<file path="config.mk">
export PLATFORM = sky130hd
export DESIGN_NAME = imm_gen_pipe
export DESIGN_NICKNAME = d
export VERILOG_FILES = /design/src/rtl/imm_gen_pipe.sv
export SDC_FILE = /design/constraint.sdc
export NUM_CORES = 1
export LEC_CHECK = 0
export BUFFER_PORTS_ARGS = -buffer_cell sky130_fd_sc_hd__buf_2
export CORE_MARGIN = 10
export CORE_UTILIZATION = 55
export DETAILED_ROUTE_END_ITERATION = 8
export PLACE_DENSITY = 0.89
export SLEW_MARGIN = 20
export SYNTH_ARGS = -nofsm -noshare
export SYNTH_HDL_FRONTEND = slang
export SYNTH_SLANG_ARGS = --single-unit
</file>
<file path="constraint.sdc">
create_clock -name clk -period 8.75 [get_ports clk]
set_clock_uncertainty 0.15 [all_clocks]
set_input_delay 1.75 -clock clk [delete_from_list [all_inputs] [get_ports clk]]
set_output_delay 1.75 -clock clk [all_outputs]
set_load 0.005 [all_outputs]
</file>
<file path="src/rtl/imm_gen_pipe.sv">
// Pipelined RISC-V immediate generator for the decode stage.
// One registered output stage backed by a single-entry skid buffer.
module imm_gen_pipe #(
  parameter int XLEN = 32,
  parameter int RV64 = 0
) (
  input  logic            clk,
  input  logic            rst,
  input  logic            in_valid,
  output logic            in_ready,
  input  logic [31:0]     inst,
  input  logic [XLEN-1:0] pc,
  output logic            out_valid,
  input  logic            out_ready,
  output logic [XLEN-1:0] imm,
  output logic [2:0]      fmt,
  output logic [XLEN-1:0] target,
  output logic            target_valid,
  output logic            misalign,
  output logic            illegal
);

  typedef enum logic [2:0] {
    FMT_NONE = 3'd0,
    FMT_I    = 3'd1,
    FMT_S    = 3'd2,
    FMT_B    = 3'd3,
    FMT_U    = 3'd4,
    FMT_J    = 3'd5,
    FMT_SH   = 3'd6,
    FMT_CSR  = 3'd7
  } fmt_e;

  localparam logic [6:0] OP_JAL    = 7'b1101111;
  localparam logic [6:0] OP_BRANCH = 7'b1100011;
  localparam logic [6:0] OP_LOAD   = 7'b0000011;
  localparam logic [6:0] OP_JALR   = 7'b1100111;
  localparam logic [6:0] OP_STORE  = 7'b0100011;
  localparam logic [6:0] OP_LUI    = 7'b0110111;
  localparam logic [6:0] OP_AUIPC  = 7'b0010111;
  localparam logic [6:0] OP_IMM    = 7'b0010011;
  localparam logic [6:0] OP_IMM32  = 7'b0011011;
  localparam logic [6:0] OP_SYSTEM = 7'b1110011;
  localparam logic [6:0] OP_OP     = 7'b0110011;
  localparam logic [6:0] OP_FENCE  = 7'b0001111;

  typedef struct packed {
    logic [XLEN-1:0] imm;
    fmt_e            fmt;
    logic [XLEN-1:0] target;
    logic            target_valid;
    logic            misalign;
    logic            illegal;
  } bundle_t;

  bundle_t dec;
  bundle_t out_q, out_d;
  bundle_t skid_q, skid_d;
  logic    out_valid_q, out_valid_d;
  logic    skid_valid_q, skid_valid_d;

  logic [2:0]      funct3;
  logic            is_shift;
  logic [5:0]      shamt;
  logic [XLEN-1:0] sum;
  logic            accept;
  logic            out_load;

  assign funct3   = inst[14:12];
  assign is_shift = (funct3 == 3'b001) || (funct3 == 3'b101);
  assign shamt    = (RV64 != 0) ? inst[25:20] : {1'b0, inst[24:20]};

  always_comb begin
    dec = '0;
    sum = '0;
    case (inst[6:0])
      OP_JAL: begin
        dec.fmt          = FMT_J;
        dec.imm          = XLEN'($signed({inst[31], inst[19:12], inst[20], inst[30:21], 1'b0}));
        dec.target_valid = 1'b1;
      end
      OP_BRANCH: begin
        dec.fmt          = FMT_B;
        dec.imm          = XLEN'($signed({inst[31], inst[7], inst[30:25], inst[11:8], 1'b0}));
        dec.target_valid = 1'b1;
      end
      OP_LOAD, OP_JALR: begin
        dec.fmt = FMT_I;
        dec.imm = XLEN'($signed(inst[31:20]));
      end
      OP_STORE: begin
        dec.fmt = FMT_S;
        dec.imm = XLEN'($signed({inst[31:25], inst[11:7]}));
      end
      OP_LUI, OP_AUIPC: begin
        dec.fmt          = FMT_U;
        dec.imm          = XLEN'($signed({inst[31:12], 12'b0}));
        dec.target_valid = (inst[6:0] == OP_AUIPC);
      end
      OP_IMM: begin
        if (is_shift) begin
          dec.fmt = FMT_SH;
          dec.imm = XLEN'(shamt);
        end else begin
          dec.fmt = FMT_I;
          dec.imm = XLEN'($signed(inst[31:20]));
        end
      end
      OP_IMM32: begin
        // Word-sized shifts only ever take a 5-bit shamt.
        if (RV64 == 0) begin
          dec.illegal = 1'b1;
        end else if (is_shift) begin
          dec.fmt = FMT_SH;
          dec.imm = XLEN'(inst[24:20]);
        end else begin
          dec.fmt = FMT_I;
          dec.imm = XLEN'($signed(inst[31:20]));
        end
      end
      OP_SYSTEM: begin
        dec.fmt = FMT_CSR;
        dec.imm = XLEN'(inst[31:20]);
      end
      OP_OP, OP_FENCE: begin
        dec.fmt = FMT_NONE;
      end
      default: begin
        dec.illegal = 1'b1;
      end
    endcase
    if (dec.target_valid) begin
      sum          = pc + dec.imm;
      dec.target   = sum;
      dec.misalign = sum[1];
    end
  end

  assign in_ready = !skid_valid_q && !rst;
  assign accept   = in_valid && in_ready;
  assign out_load = !out_valid_q || out_ready;

  // The skid entry always drains before a new accept can reach the output.
  always_comb begin
    out_d        = out_q;
    out_valid_d  = out_valid_q;
    skid_d       = skid_q;
    skid_valid_d = skid_valid_q;
    if (out_load) begin
      if (skid_valid_q) begin
        out_d        = skid_q;
        out_valid_d  = 1'b1;
        skid_valid_d = 1'b0;
      end else if (accept) begin
        out_d       = dec;
        out_valid_d = 1'b1;
      end else begin
        out_valid_d = 1'b0;
      end
    end else if (accept) begin
      skid_d       = dec;
      skid_valid_d = 1'b1;
    end
  end

  always_ff @(posedge clk) begin
    if (rst) begin
      out_q        <= '0;
      out_valid_q  <= 1'b0;
      skid_q       <= '0;
      skid_valid_q <= 1'b0;
    end else begin
      out_q        <= out_d;
      out_valid_q  <= out_valid_d;
      skid_q       <= skid_d;
      skid_valid_q <= skid_valid_d;
    end
  end

  assign out_valid    = out_valid_q;
  assign imm          = out_q.imm;
  assign fmt          = out_q.fmt;
  assign target       = out_q.target;
  assign target_valid = out_q.target_valid;
  assign misalign     = out_q.misalign;
  assign illegal      = out_q.illegal;

endmodule

</file>
==> flow_summary.yaml <==
status:
  outcome: "completed"
timing:
  achievable-frequency_mhz: 195.0
  finalSetupViolations: 0
  report.final.slew_viol_count: 0
  slew_headroom_pct: 34.39
  final_min_period_over_clock_period_pct: 58.60
  grt_setup_unrepaired: "false"
  fin_ws_ns: 3.622
  timing_worst_slew_pin_value_ns: 0.9805
  finalWorstPathRequiredPeriod_ns: 5.128
  setup_tns_ns: 0
  number_of_hold_slack_violations_in_the_final_timing_report: 0
floorplanning:
  top_level_ports: 140
  die_height_microns: 140.4
  die_x_microns: 140.4
  floorplan.rows: 43
  initial_core_util_pct: 56.73
  coreArea_sq_um: 14040
  design.die.area_sq_um: 19700
clock_network:
  cts_resized: 0
  clock_path_buffers: 2
  cts_htree_levels: 4
  clock-sinks: 140
  cts_tree: "built"
  cts_root_buffer: "clkbuf_16"
  clock_latency_ns: 0.43
  hold_buffers: 0
  cts.repair_timing.setup_buffer_count: 0
  clk_pin_slew_worst_paths_ns: 0.06
  cts-buffers-inserted: 17
worst_setup_path:
  type_of_the_worst_setup_path: "primary input to flip-flop"
  launching_element_type_of_the_critical_path: "primary input"
  crit_slowest_cell: "a21boi_2"
  cp_data_arrival_time_ns: 5.27
  critPathLaunch: "inst[6]"
  crit_path_max_incr_delay_ns: 0.49
  critical_path_sink_type: "flip-flop"
  worst_r2r_startpoint: "out_valid"
  critPathRequiredTime_ns: 8.89
  worstPathCellList: "buf_2 -> nand2_1 -> a2bb2oi_2 -> or3_4 -> a21boi_2 -> a21oi_2 -> inv_1 -> ha_1 -> a21oi_1 -> o21ai_1 -> or2_1 -> or3_1 -> mux2i_1 -> nor4b_2 -> a221oi_1 -> nor3_1"
  critical-path-top-delay-family: "compound AO/OA/AOI/OAI gates"
  crit_path_max_fanout: 13
  cp_num_buf_inv: 2
power_and_ir_drop:
  intPower_mw: 1.092
  peakVddDrop_mv: 0.1506
  share_seq_of_total_power_pct: 44.3
  pwr-share-comb_pct: 13.0
  power-per-cell-area_nw_per_um2: 164.1
  post-layout-total-power_mw: 1.496
  power.net_switching_mw: 0.4035
  static-leakage-power_nw: 3.881
  clock_power_share_pct: 42.6
  sw_frac_of_total_pct: 26.98
logic_synthesis:
  yosys.area_share.adder_pct: 5.120
  post_synthesis_compound_gate_area_fraction_pct: 27.22
  netlist.top_cell.by_area: "dfxtp_1"
  synth_nets: 1139
  yosysWarnings: 0
  syn_avg_cell_area_sq_um: 7.667
  synth_enable_flop_cells: 0
  mapped_cell_area_sq_um: 7966
  synth-simple-area-share_pct: 21.99
  synth.ff_latch_count: 140
  post_synth_arst_share_pct: 0
  largest_family_of_logic_cells_by_synthesized_area: "compound AO/OA/AOI/OAI gates"
  postSynthCellCount: 1039
  post_synth_most_frequent_cells: "153 x nand2_1, 140 x dfxtp_1, 116 x a21oi_1, 106 x nor2_1, 50 x clkbuf_1"
  synth_top_cells_by_area: "dfxtp_1 35%, a21oi_1 7.3%, nand2_1 7.2%"
  dominantRegCellSynth: "dfxtp_1"
  area_share_of_the_leading_cell_type_in_the_synthesized_netlist_pct: 35.18
  synthXorXnorAreaFrac_pct: 3.078
  synth.mux.area_fraction_pct: 1.272
  yosysSeqAreaShare_pct: 35.18
  synth.most_common_cell: "nand2_1"
  synth_cell_types: 78
finish:
  post_route_cells_drive_above_1_share_pct: 18.63
  finalNetCount: 1226
  layout_overhead_on_the_synthesized_area_pct: 14.43
  total_inserted_antenna_cells: 0
  nFillCells: 1198
  multi_input_area_sq_um: 4691
  layout.area.seq_sq_um: 2806
drt:
  initialDrtViolationCount: 896
  post_route_antenna_net_violation_count: 0
  route.detailed.wl_per_inst_microns: 18.52
  post_drt_via_cell_ratio: 6.024
  drt_total_wl_microns: 24420
  drt_first_pass_iters: 5
  detailroute.via_count: 7940
  remaining_drc_errors: 0
place:
  buffer_ports.inserted: 139
  gpl.final_weighted_congestion: 0.9772
  dp.final_hpwl_microns: 17850
  preCtsSetupSlack_ns: 3.278
global_route:
  grt_max_degree: 88
  overflow: 0
  grt_pass1_wl_microns: 38640
  groute.usage.overall_pct: 23.87
  number_of_antenna_violations_at_the_first_check_in_global_routing: 0
  grt_pass1_vias: 7287
min_path:
  hold_path.startpoint: "imm[14]"
  hold_removal_path_class: "flip-flop to flip-flop"
flow_run:
  drv_cap: 0
-- path summary, 6_finish.rpt --
| path | cells after the start | slack [ns] | endpoint |
|---|---|---|---|
| min reg2reg | 2 | 0.30 | imm[14] |
| max | 16 | 3.62 | target[26] |
| max reg2reg | 8 | 5.97 | target[24] |
| min | 2 | 0.30 | imm[14] |
-- area by class of cell --
cell class              instances  share of cell area (%)
clock buffers                  26                   5.147
repair buffers                146                   8.235
multi-input cells             785                   51.45
well taps                     180                   2.470
clock inverters                 5                  0.4255
inverters                      36                   1.482
flip-flops and latches        140                   30.79
-- cell usage in the layout, fill, tap and decap left out, drive strengths merged, types with 5 or more instances in the layout --
| cell type | count |
|---|---|
| and3 | 16 |
| mux2i | 9 |
| ha | 31 |
| clkbuf | 26 |
| o21ai | 67 |
| a22oi | 8 |
| a21oi | 122 |
| a21o | 12 |
| buf | 146 |
| nand2b | 9 |
| xnor2 | 22 |
| a22o | 10 |
| or3 | 5 |
| inv | 36 |
| nor2 | 110 |
| a221oi | 8 |
| a211oi | 44 |
| nor3 | 24 |
| a21boi | 6 |
| xor2 | 6 |
| nor2b | 9 |
| nand3 | 22 |
| dfxtp | 140 |
| o211ai | 14 |
| and2 | 10 |
| o22ai | 6 |
| a31oi | 6 |
| o2bb2ai | 5 |
| nand3b | 6 |
| nand2 | 153 |
| nand4 | 8 |
-- registers in the layout (all words and copies together), names as in the netlist --
signal and flops:
imm 32, skid_valid_q 1, target 31, misalign 1, illegal 1, out_valid 1, fmt 3, target_valid 1
skid_q 69
-- cell families after synthesis --
group                    after synthesis
multiplexers                          10
buffers and inverters                114
AND/OR/NAND/NOR                      382
adder cells (fa/ha/maj)               32
XOR/XNOR                              28
AO/OA/AOI/OAI                        333
flip-flops                           140
-- through the flow --
step / hold slack, ns / std cells / instance area (sq um) / utilization, %
after detailed placement: 0.2910 / 1287 / 8608 / 61.30
after CTS: 0.2983 / 1318 / 9116 / 64.92
after global placement: 0.2845 / 1287 / 8608 / 61.30
after floorplan: 0.2723 / 1039 / 7966 / -
final: 0.2966 / 1318 / 9116 / 64.92
after global routing: 0.3154 / 1318 / 9116 / 64.92
-- power by group through the flow --
stage | clock network [mW] | registers [mW] | logic (mW)
floorplan | 0 | 0.676 | 0.126
global placement | 0 | 0.676 | 0.191
detailed placement | 0 | 0.676 | 0.192
CTS | 0.644 | 0.663 | 0.193
global route | 0.671 | 0.664 | 0.213
finish | 0.638 | 0.663 | 0.195
-- per-layer routing --
layer	track usage [%]	part of all wire, %
met5	0	0
met2	36.31	45
met3	6.423	8.7
met1	31.85	44
met4	7.989	2.5
-- tightest hold or removal path, cell delays in order, from the launching register on --
cell and delay (ns):
dfxtp_1 0.30, nand2_1 0.05, a21oi_1 0.05
(Power assumes the default switching activity.)
